<file path="src/rtl/async_fifo_rd_stream_if.sv">
// rtl/async_fifo_rd_stream_if.sv - valid/ready output stream bundle of the FIFO read adapter
//
// Ports (modports):
//   master : drives p_m_valid, p_m_data; samples p_m_ready (the adapter)
//   slave  : samples p_m_valid, p_m_data; drives p_m_ready (the consumer)
interface async_fifo_rd_stream_if #(
    parameter int BITS = 32
);
    logic            p_m_valid;
    logic            p_m_ready;
    logic [BITS-1:0] p_m_data;

    modport master (output p_m_valid, output p_m_data, input p_m_ready);
    modport slave  (input p_m_valid, input p_m_data, output p_m_ready);
endinterface

</file>
<file path="src/rtl/async_fifo_rd_stream.sv">
// rtl/async_fifo_rd_stream.sv - FIFO read port to first-word-fall-through stream adapter
//
// Turns a registered-read FIFO port (read_en/empty, data one cycle later) into a
// valid/ready stream, prefetching into a small circular buffer so a consumer that
// holds ready high receives one beat per cycle. p_flush discards buffered and
// in-flight words.
//
// Ports:
//   read_clk, read_rst_n  clock, asynchronous active-low reset
//   p_fifo_read_en        out  read request to the FIFO
//   p_fifo_read_data      in   FIFO data, valid the cycle after an accepted read
//   p_fifo_read_empty     in   FIFO empty flag
//   p_flush               in   synchronous flush
//   m                     stream master (p_m_valid, p_m_ready, p_m_data)
//   p_level               out  entries held in the local buffer
module async_fifo_rd_stream #(
    parameter  int BITS      = 32,
    parameter  int BUF_DEPTH = 2,
    localparam int LVL_W     = $clog2(BUF_DEPTH + 1)
) (
    input  logic                         read_clk,
    input  logic                         read_rst_n,
    output logic                         p_fifo_read_en,
    input  logic [BITS-1:0]              p_fifo_read_data,
    input  logic                         p_fifo_read_empty,
    input  logic                         p_flush,
    async_fifo_rd_stream_if.master       m,
    output logic [LVL_W-1:0]             p_level
);
    localparam int PTR_W = (BUF_DEPTH > 1) ? $clog2(BUF_DEPTH) : 1;

    logic [LVL_W-1:0] occ_q, occ_d;
    logic             inflight_q, inflight_d;
    logic [PTR_W-1:0] rd_ptr_q, rd_ptr_d;
    logic [PTR_W-1:0] wr_ptr_q, wr_ptr_d;
    logic [BITS-1:0]  buf_q [BUF_DEPTH];
    logic [BITS-1:0]  buf_d [BUF_DEPTH];

    logic             valid;
    logic             pop;
    logic             capture;
    logic             issue;
    logic [LVL_W:0]   committed;

    // Explicit wrap so non-power-of-two depths work.
    function automatic logic [PTR_W-1:0] ptr_inc(input logic [PTR_W-1:0] p);
        return (p == PTR_W'(BUF_DEPTH - 1)) ? '0 : p + PTR_W'(1);
    endfunction

    always_comb begin
        occ_d      = occ_q;
        inflight_d = inflight_q;
        rd_ptr_d   = rd_ptr_q;
        wr_ptr_d   = wr_ptr_q;
        buf_d      = buf_q;

        valid = (occ_q != '0);
        pop   = valid & m.p_m_ready;

        // Slots already spoken for after this cycle: held words plus the word
        // in flight, minus the one leaving now. Issue only if one stays free.
        committed = {1'b0, occ_q} + (LVL_W + 1)'(inflight_q) - (LVL_W + 1)'(pop);
        issue     = !p_fifo_read_empty & !p_flush & (committed < (LVL_W + 1)'(BUF_DEPTH));

        // The FIFO data port holds stale values except the cycle after a read.
        capture = inflight_q & !p_flush;

        if (p_flush) begin
            occ_d      = '0;
            inflight_d = 1'b0;
            rd_ptr_d   = '0;
            wr_ptr_d   = '0;
        end else begin
            if (capture) begin
                buf_d[wr_ptr_q] = p_fifo_read_data;
                wr_ptr_d        = ptr_inc(wr_ptr_q);
            end
            if (pop) begin
                rd_ptr_d = ptr_inc(rd_ptr_q);
            end
            occ_d      = occ_q + LVL_W'(capture) - LVL_W'(pop);
            inflight_d = issue;
        end
    end

    always_ff @(posedge read_clk or negedge read_rst_n) begin
        if (!read_rst_n) begin
            occ_q      <= '0;
            inflight_q <= 1'b0;
            rd_ptr_q   <= '0;
            wr_ptr_q   <= '0;
            for (int i = 0; i < BUF_DEPTH; i++) begin
                buf_q[i] <= '0;
            end
        end else begin
            occ_q      <= occ_d;
            inflight_q <= inflight_d;
            rd_ptr_q   <= rd_ptr_d;
            wr_ptr_q   <= wr_ptr_d;
            buf_q      <= buf_d;
        end
    end

    // Reset gates the request directly since the FIFO may be non-empty in reset.
    assign p_fifo_read_en = issue & read_rst_n;
    assign m.p_m_valid    = valid;
    assign m.p_m_data     = buf_q[rd_ptr_q];
    assign p_level        = occ_q;
endmodule

</file>
<file path="src/flat_wrapper.sv">
// flat-port wrapper written by rule: the top's interface ports become plain ports
module async_fifo_rd_stream_flat 
#(
    parameter  int BITS      = 32,
    parameter  int BUF_DEPTH = 2,
    localparam int LVL_W     = $clog2(BUF_DEPTH + 1)
)
  (read_clk, read_rst_n, p_fifo_read_en, p_fifo_read_data, p_fifo_read_empty, p_flush, p_level, m_p_m_valid, m_p_m_data, m_p_m_ready);
  async_fifo_rd_stream_if #(.BITS(BITS)) m_i ();
  input  logic read_clk;
  input  logic read_rst_n;
  output logic p_fifo_read_en;
  input  logic [BITS-1:0] p_fifo_read_data;
  input  logic p_fifo_read_empty;
  input  logic p_flush;
  output logic [LVL_W-1:0] p_level;
  output wire logic [$bits(m_i.p_m_valid)-1:0] m_p_m_valid;
  output wire logic [$bits(m_i.p_m_data)-1:0] m_p_m_data;
  input wire logic [$bits(m_i.p_m_ready)-1:0] m_p_m_ready;
  assign m_p_m_valid = m_i.p_m_valid;
  assign m_p_m_data = m_i.p_m_data;
  assign m_i.p_m_ready = m_p_m_ready;
  async_fifo_rd_stream #(.BITS(BITS), .BUF_DEPTH(BUF_DEPTH)) u_core (.read_clk(read_clk), .read_rst_n(read_rst_n), .p_fifo_read_en(p_fifo_read_en), .p_fifo_read_data(p_fifo_read_data), .p_fifo_read_empty(p_fifo_read_empty), .p_flush(p_flush), .m(m_i), .p_level(p_level));
endmodule
</file>
<file path="config.mk">
export PLATFORM = sky130hd
export DESIGN_NAME = async_fifo_rd_stream_flat
export DESIGN_NICKNAME = d
export VERILOG_FILES = /design/src/rtl/async_fifo_rd_stream_if.sv /design/src/rtl/async_fifo_rd_stream.sv /design/src/flat_wrapper.sv
export SDC_FILE = /design/constraint.sdc
export NUM_CORES = 1
export LEC_CHECK = 0
export BUFFER_PORTS_ARGS = -buffer_cell sky130_fd_sc_hd__buf_2
export CAP_MARGIN = 20
export CELL_PAD_IN_SITES_DETAIL_PLACEMENT = 2
export CELL_PAD_IN_SITES_GLOBAL_PLACEMENT = 2
export CORE_UTILIZATION = 34
export CTS_BUF_LIST = sky130_fd_sc_hd__clkbuf_4
export DETAILED_ROUTE_END_ITERATION = 6
export PLACE_DENSITY_LB_ADDON = 0.08
export SLEW_MARGIN = 30
export SYNTH_ARGS = -nofsm -noshare
export SYNTH_HDL_FRONTEND = slang
export SYNTH_SLANG_ARGS = --single-unit
</file>
<file path="constraint.sdc">
create_clock -name read_clk -period 1.8 [get_ports read_clk]
set_clock_uncertainty 0.05 [all_clocks]
set_input_delay 0 -clock read_clk [delete_from_list [all_inputs] [get_ports read_clk]]
set_output_delay 0 -clock read_clk [all_outputs]
set_load 0.03 [all_outputs]
</file>
==> results of run 1 <==
[sequential cells by signal, indices dropped and copies added (netlist names)]
register	flops
u_core.buf_q	64
u_core.p_level	2
u_core.rd_ptr_q	1
u_core.wr_ptr_q	1
u_core.inflight_q	1
[cell usage in the layout, fill, tap and decap left out, drive strengths merged]
cell / synthesis / routed
dlygate4sd3: 0 / 36
nor2b: 3 / 3
buf: 10 / 84
mux2: 97 / 97
and4b: 1 / 1
and3b: 1 / 1
nor3b: 1 / 1
o21a: 1 / 1
xor2: 1 / 1
clkinv: 0 / 4
dfrtp: 69 / 69
nand3b: 1 / 1
nor2: 4 / 4
xnor2: 2 / 2
bufinv: 0 / 1
ha: 3 / 3
nand2: 2 / 2
clkinvlp: 0 / 1
fa: 1 / 1
clkbuf: 1 / 10
inv: 4 / 4
[worst max-delay path: stages (launching register included)]
cell and delay (ns):
dfrtp_2 0.42, o21a_1 0.20, ha_1 0.29, inv_2 0.08, nand2_2 0.06, fa_2 0.34, xor2_1 0.15, and4b_2 0.28
buf_6 0.13
[metal layers]
layer / global-route usage [%] / up-vias
li1: - / 953
met1: 19.98 / 1052
met2: 26.30 / 42
met3: 4.173 / 8
met4: 6.109 / 0
met5: 0 / -
[synthesized netlist by cell type]
cell type and count:
and3b_1 1, and4b_1 1, buf_2 7, buf_6 3, clkbuf_1 1, dfrtp_1 69
fa_1 1, ha_1 3, inv_1 4, mux2_1 4, mux2_2 93, nand2_1 2
nand3b_4 1, nor2_1 4, nor2b_1 3, nor3b_4 1, o21a_1 1, xnor2_1 2
xor2_1 1
[kinds of logic (layout without fill, tap and decap cells)]
| group | Yosys count | after routing | synth area share (%) |
|---|---|---|---|
| mux | 97 | 97 | 35.27 |
| flops | 69 | 69 | 55.76 |
| buf+inv | 15 | 140 | 2.828 |
| simple gates | 13 | 13 | 3.192 |
| fa+ha+maj | 4 | 4 | 1.859 |
| xor+xnor | 3 | 3 | 0.8486 |
| compound gates | 1 | 1 | 0.2425 |
[power by group through the flow]
| stage | sequential (W) | combinational (W) | clock (W) |
|---|---|---|---|
| final | 0.00253 | 0.00369 | 0.000970 |
| after global routing | 0.00262 | 0.00396 | 0.00109 |
| after CTS | 0.00254 | 0.00370 | 0.00103 |
| after detailed placement | 0.00257 | 0.00357 | 0 |
| after global placement | 0.00253 | 0.00351 | 0 |
| after floorplan | 0.00250 | 0.00264 | 0 |
[stage by stage]
| step | total power [W] | TNS, ns | hold WS [ns] |
|---|---|---|---|
| after floorplan | 0.005140 | -0.3059 | -0.3456 |
| after global placement | 0.006040 | -0.1994 | 0.07041 |
| after detailed placement | 0.006139 | -0.2972 | 0.06348 |
| after CTS | 0.007264 | -0.6890 | 0.1312 |
| after global routing | 0.007676 | -0.9013 | 0.1433 |
| final | 0.007193 | -0.6939 | 0.1065 |
[repair_timing]
| item | 4_1_cts | 5_1_grt |
|---|---|---|
| hold endpoints to repair | 138 | 0 |
| endpoints found under the setup margin | 2 | 4 |
| hold buffers | 36 | 0 |
| cloned | 0 | 0 |
| resized for setup | 4 | 4 |
| setup buffers | 1 | 1 |
| pin swaps | 0 | 2 |
[worst paths after layout]
path,cells after the start,slack [ns],endpoint,from
max in group asynchronous,3,1.23,u_core.p_level[1],read_rst_n
min in group read_clk,3,0.29,u_core.buf_q[5],p_fifo_read_data[5]
worst max-delay path,8,-0.61,p_fifo_read_en,u_core.p_level[0]
worst min register to register,1,0.45,u_core.buf_q[44],u_core.buf_q[44]
worst min-delay path,3,0.11,u_core.buf_q[6],read_rst_n
worst max register to register,7,-0.09,u_core.inflight_q,u_core.p_level[0]
[cell type report]
cell class                      count  area share (%)
Timing Repair Buffer              120           20.79
Sequential cell                    69           41.29
Multi-Input combinational cell    118           31.25
Clock inverter                      6           1.285
Tap cell                          108           3.227
Inverter                            4          0.3585
Clock buffer                       10           1.793
==> results by group, run 1 <==
Outcome
  – Status: finished with violations
  – Failing checks: negative setup slack

Place
  – Post-DP HPWL: 4467 um
  – Post-Place Cells: 382
  – Setup WS pre-CTS: -0.2112 ns
  – Input/output buffers: 72
  – RePlAce Congestion: 0.6677
  – Placed instance area: 0.003659 mm2

Logic synthesis
  – Area leader, netlist: dfrtp_1
  – Top cell type's share of synthesized area: 55.76%
  – Syn Inst Count: 202
  – Syn_nets: 243
  – Sequential-to-total area share from yosys stat: 55.76%
  – #FFs+latches synth: 69
  – Mean post-synth cell area: 15.33 um2
  – Area contributors post-synth: dfrtp_1 56%, mux2_2 34%, mux2_1 1.5%, ha_1 1.2%, buf_2 1.1%
  – Netlist cell types: 19
  – YS warnings: 0
  – Post-Syn Area: 0.003097 mm2

Floorplan
  – Ports: 73
  – Die width: 97.44 um
  – Die area: 0.009494 mm2
  – Die height: 97.44 um
  – Site Rows: 34
  – Core Region: 0.008763 mm2
  – Initial Util: 35.34%

Setup path
  – Worst setup EP type: output port
  – Critical path startpoint category: flop
  – CP Data Required Time: 1.75 ns
  – CP max FO: 2
  – CP arrival: 2.36 ns
  – Critical path class: flop to output port

Timing
  – Final Max Slew Viols: 0
  – Final worst slack: -0.6069 ns
  – RSZ-0062 raised after global routing: true
  – Max frequency: 415.5 MHz
  – Normalized max-slew margin: 73.43%
  – Tmin final: 2.407 ns
  – Final setup vio count: 2
  – Worst Tran Pin Value: 0.3985 ns
  – Crit share post-route: 133.7%
  – Fin. Hold Viols: 0

Layout
  – Multi-input gate area: 0.001309 mm2
  – Register area: 0.001729 mm2
  – Synth-to-Final Area Change: 35.23%
  – Nets: 363
  – # fillers: 881
  – Antenna fix cells: 0
  – Cell Count, Final, Fillers Out: 435
  – Fin util: 47.79%
  – Final instance area: 0.004188 mm2
  – Layout cells sized above 1: 61.16%

GRT
  – First-pass GRT wire length: 11,700 um
  – Total grt overflow: 0
  – Pin count of the biggest net entering global routing: 70
  – Number of global-route vias before repair: 2,320
  – GRT Resource Usage Total: 15.94%
  – Initial antenna violation count: 0

Flow run
  – Max-Cap Viols: 0

Hold path
  – Min-delay worst type: input pin to async pin

Pwr
  – Lkg Pwr: 2.006 nW
  – Maximum VDD drop: 625.1 uV
  – Power per cell area: 1718 mW/mm2
  – Internal power: 0.004328 W
  – Sw Ratio: 39.84%
  – Clock share of power: 13.5%
  – Psw: 0.002865 W
  – Comb pwr share: 51.4%
  – Sequential share of power: 35.2%

CTS
  – Clock Tree Buf Depth: 2
  – CTS buffer count: 9
  – CTS tree: done
  – CTS H-tree lvls: 3
  – Clk_lat worst skew: 0.40 ns
  – Clk slew on worst S/H paths: 0.12 ns
  – CTS sink cnt: 69
  – Clock root cell: clkbuf_4

Detailed routing
  – Wire per inst: 15.98 um
  – Drt pass-1 iters: 4
  – Vias per cell: 4.724
  – Starting DRC count in detailed routing: 39
  – Met2 routed WL: 3496 um
  – Post-route DRC: 0
  – Met3 WL post-DR: 259 um
  – Wire length on met1: 3087 um
  – Vias: 2,055
  – Antenna-violating nets left: 0
  – Top routing layer in use: met4
  – Drt total wl: 6951 um
Note: power is estimated with default switching activity, not from simulation.
==> run 2, diff against run 1 <==
BUFFER_PORTS_ARGS = -buffer_cell sky130_fd_sc_hd__buf_4   (was -buffer_cell sky130_fd_sc_hd__buf_2)
==> results by group, run 2 (synthesis gave the netlist of run 1 again) <==
Outcome
  – Status: finished with violations (unchanged)
  – Failing checks: negative setup slack (unchanged)

GRT
  – GR Util met3: 3.525% (was 4.173%)
  – Pin count of the biggest net entering global routing: 70 (unchanged)
  – Most Used Layer, Global Route: met2 (unchanged)
  – GRT Resource Usage Total: 16.79% (was 15.94%)
  – Initial antenna violation count: 0 (unchanged)
  – First-pass GRT wire length: 12,280 um (was 11,700 um)
  – Met1 Usage GRT: 20.31% (was 19.98%)
  – Number of global-route vias before repair: 2,351 (was 2,320)
  – Total grt overflow: 0 (unchanged)
  – Met2 Use GR: 29.37% (was 26.30%)

Setup path
  – Worst setup EP type: output port (unchanged)
  – CP Data Required Time: 1.75 ns (about the same)
  – CP max FO: 2 (unchanged)
  – FF-to-FF path depth: 7 (unchanged)
  – Critical path class: flop to output port (unchanged)
  – CP arrival: 2.27 ns (was 2.36 ns)
  – Critical path startpoint category: flop (unchanged)

Timing
  – Final Max Slew Viols: 0 (unchanged)
  – Max frequency: 430.3 MHz (was 415.5 MHz)
  – Final worst slack: -0.5240 ns (was -0.6069 ns)
  – Final setup TNS: -0.5520 ns (was -0.6939 ns)
  – RSZ-0062 raised after global routing: true (unchanged)
  – Final setup vio count: 2 (unchanged)
  – Normalized max-slew margin: 74.66% (was 73.43%)
  – Crit share post-route: 129.1% (was 133.7%)
  – Fin. Hold Viols: 0 (unchanged)
  – Tmin final: 2.324 ns (was 2.407 ns)
  – Worst Tran Pin Value: 0.3800 ns (was 0.3985 ns)

Floorplan
  – Die area: 0.009494 mm2 (unchanged)
  – Site Rows: 34 (unchanged)
  – Ports: 73 (unchanged)
  – Core Region: 0.008763 mm2 (unchanged)
  – Die height: 97.44 um (unchanged)
  – Die width: 97.44 um (unchanged)
  – Initial Util: 35.34% (unchanged)

Layout
  – Layout cells sized above 1: 62.20% (was 61.16%)
  – Commonest non-fill, non-tap cells in the layout: 93 x mux2_2, 80 x buf_4, 67 x dfrtp_1, 35 x dlygate4sd3_1, 10 x clkbuf_4 (was 93 x mux2_2, 71 x buf_2, 67 x dfrtp_1, 36 x dlygate4sd3_1, 10 x clkbuf_4)
  – Final instance area: 0.004372 mm2 (was 0.004188 mm2)
  – Fin util: 49.89% (was 47.79%)
  – Biggest register: u_core.buf_q (unchanged)
  – Nets: 364 (was 363)
  – # fillers: 848 (was 881)
  – Most common cell after layout, fill and taps aside: mux2_2 (unchanged)
  – Antenna fix cells: 0 (unchanged)
  – Max FFs per register: 64 (unchanged)
  – Synth-to-Final Area Change: 41.17% (was 35.23%)

Pwr
  – Power per cell area: 1730 mW/mm2 (was 1718 mW/mm2)
  – Clock share of power: 12.7% (was 13.5%)
  – Comb pwr share: 53.8% (was 51.4%)
  – Lkg Pwr: 2.076 nW (was 2.006 nW)
  – Maximum VDD drop: 759.7 uV (was 625.1 uV)
  – Sequential share of power: 33.5% (was 35.2%)
  – Sw Ratio: 38.41% (was 39.84%)
  – Internal power: 0.004659 W (was 0.004328 W)
  – Psw: 0.002905 W (was 0.002865 W)

Flow run
  – Max-Cap Viols: 0 (unchanged)

Detailed routing
  – Vias per cell: 4.743 (was 4.724)
  – Wire per inst: 16.56 um (was 15.98 um)
  – Vias: 2,068 (was 2,055)
  – Antenna-violating nets left: 0 (unchanged)
  – Drt pass-1 iters: 2 (was 4)
  – Starting DRC count in detailed routing: 22 (was 39)
  – Drt total wl: 7221 um (was 6951 um)
  – Post-route DRC: 0 (unchanged)

Hold path
  – Min-delay worst type: input pin to async pin (unchanged)

Place
  – Setup WS pre-CTS: -0.2043 ns (was -0.2112 ns)
  – Input/output buffers: 72 (unchanged)
  – RePlAce Congestion: 0.6866 (was 0.6677)
  – Placed instance area: 0.003851 mm2 (was 0.003659 mm2)
  – Post-DP HPWL: 4651 um (was 4467 um)

CTS
  – Clock Tree Buf Depth: 2 (unchanged)
  – Clock root cell: clkbuf_4 (unchanged)
  – CTS sink cnt: 69 (unchanged)
  – CTS tree: done (unchanged)
  – Clk slew on worst S/H paths: 0.12 ns (about the same)
  – Clk_lat worst skew: 0.38 ns (was 0.40 ns)
  – CTS H-tree lvls: 3 (unchanged)
  – CTS buffer count: 9 (unchanged)
[run 2: cell count changes in the layout (fill, tap and decap cells not counted)]
cell           previous run  this run
buf_4                     7        80
buf_2                    71         0
clkinv_2                  1         4
clkinv_1                  3         1
buf_12                    4         5
buf_6                     2         1
clkinvlp_4                1         0
dlygate4sd3_1            36        35
inv_1                     3         2
inv_2                     1         2
xnor2_1                   1         2
xnor2_2                   1         0
[run 2: path summary, 6_finish.rpt]
| path | startpoint | endpoint | slack, ns |
|---|---|---|---|
| min | read_rst_n | u_core.buf_q[5] | 0.13 |
| min reg2reg | u_core.buf_q[51] | u_core.buf_q[51] | 0.45 |
| max | u_core.p_level[1] | p_fifo_read_en | -0.52 |
| min in group read_clk | m_p_m_ready | u_core.rd_ptr_q | 0.21 |
| max reg2reg | u_core.p_level[1] | u_core.inflight_q | -0.03 |
| max in group asynchronous | read_rst_n | u_core.p_level[0] | 1.23 |
[run 2: final cells by class]
type                       instances  area, um2  area share, %
sequential                        69       1729          39.55
multi-input combinational        118       1301          29.77
timing repair buffer             121       1062          24.30
tap                              108      135.1          3.091
clock buffer                      10      75.07          1.717
clock inverter                     6      53.80          1.231
inverter                           4      15.01         0.3434
[run 2: repair_timing]
item                                   CTS  global route
hold buffers                            35             0
setup endpoints to repair                2             2
endpoints found under the hold margin  138             0
setup buffers                            1             2
resized for setup                        5             0
pin swaps                                0             1
[run 2: metal layers]
metal,wire length (um),share of wire [%]
met1,3090,43
met2,3763,52
met3,288,4.0
met4,78,1.1
met5,0,0
[run 2: power groups by stage]
stage	registers (W)	logic, W	clock network [W]
floorplan	0.00250	0.00264	0
finish	0.00253	0.00407	0.000962
global route	0.00264	0.00434	0.00108
global placement	0.00254	0.00387	0
CTS	0.00255	0.00410	0.00102
detailed placement	0.00258	0.00395	0
[run 2: critical path, cell delays in order, from the launching register on]
cell	delay, ns
dfrtp_2	0.42
o21a_1	0.23
ha_4	0.23
inv_2	0.06
nand2_2	0.05
fa_2	0.34
xor2_1	0.15
and4b_2	0.28
buf_6	0.13
[run 2: stage by stage]
step	hold WS, ns	total power, W	std cells
finish	0.1277	0.007563	436
floorplan	-0.3456	0.005140	202
global route	0.1396	0.008048	436
CTS	0.07802	0.007667	434
global placement	0.03236	0.006410	382
detailed placement	0.03150	0.006533	382
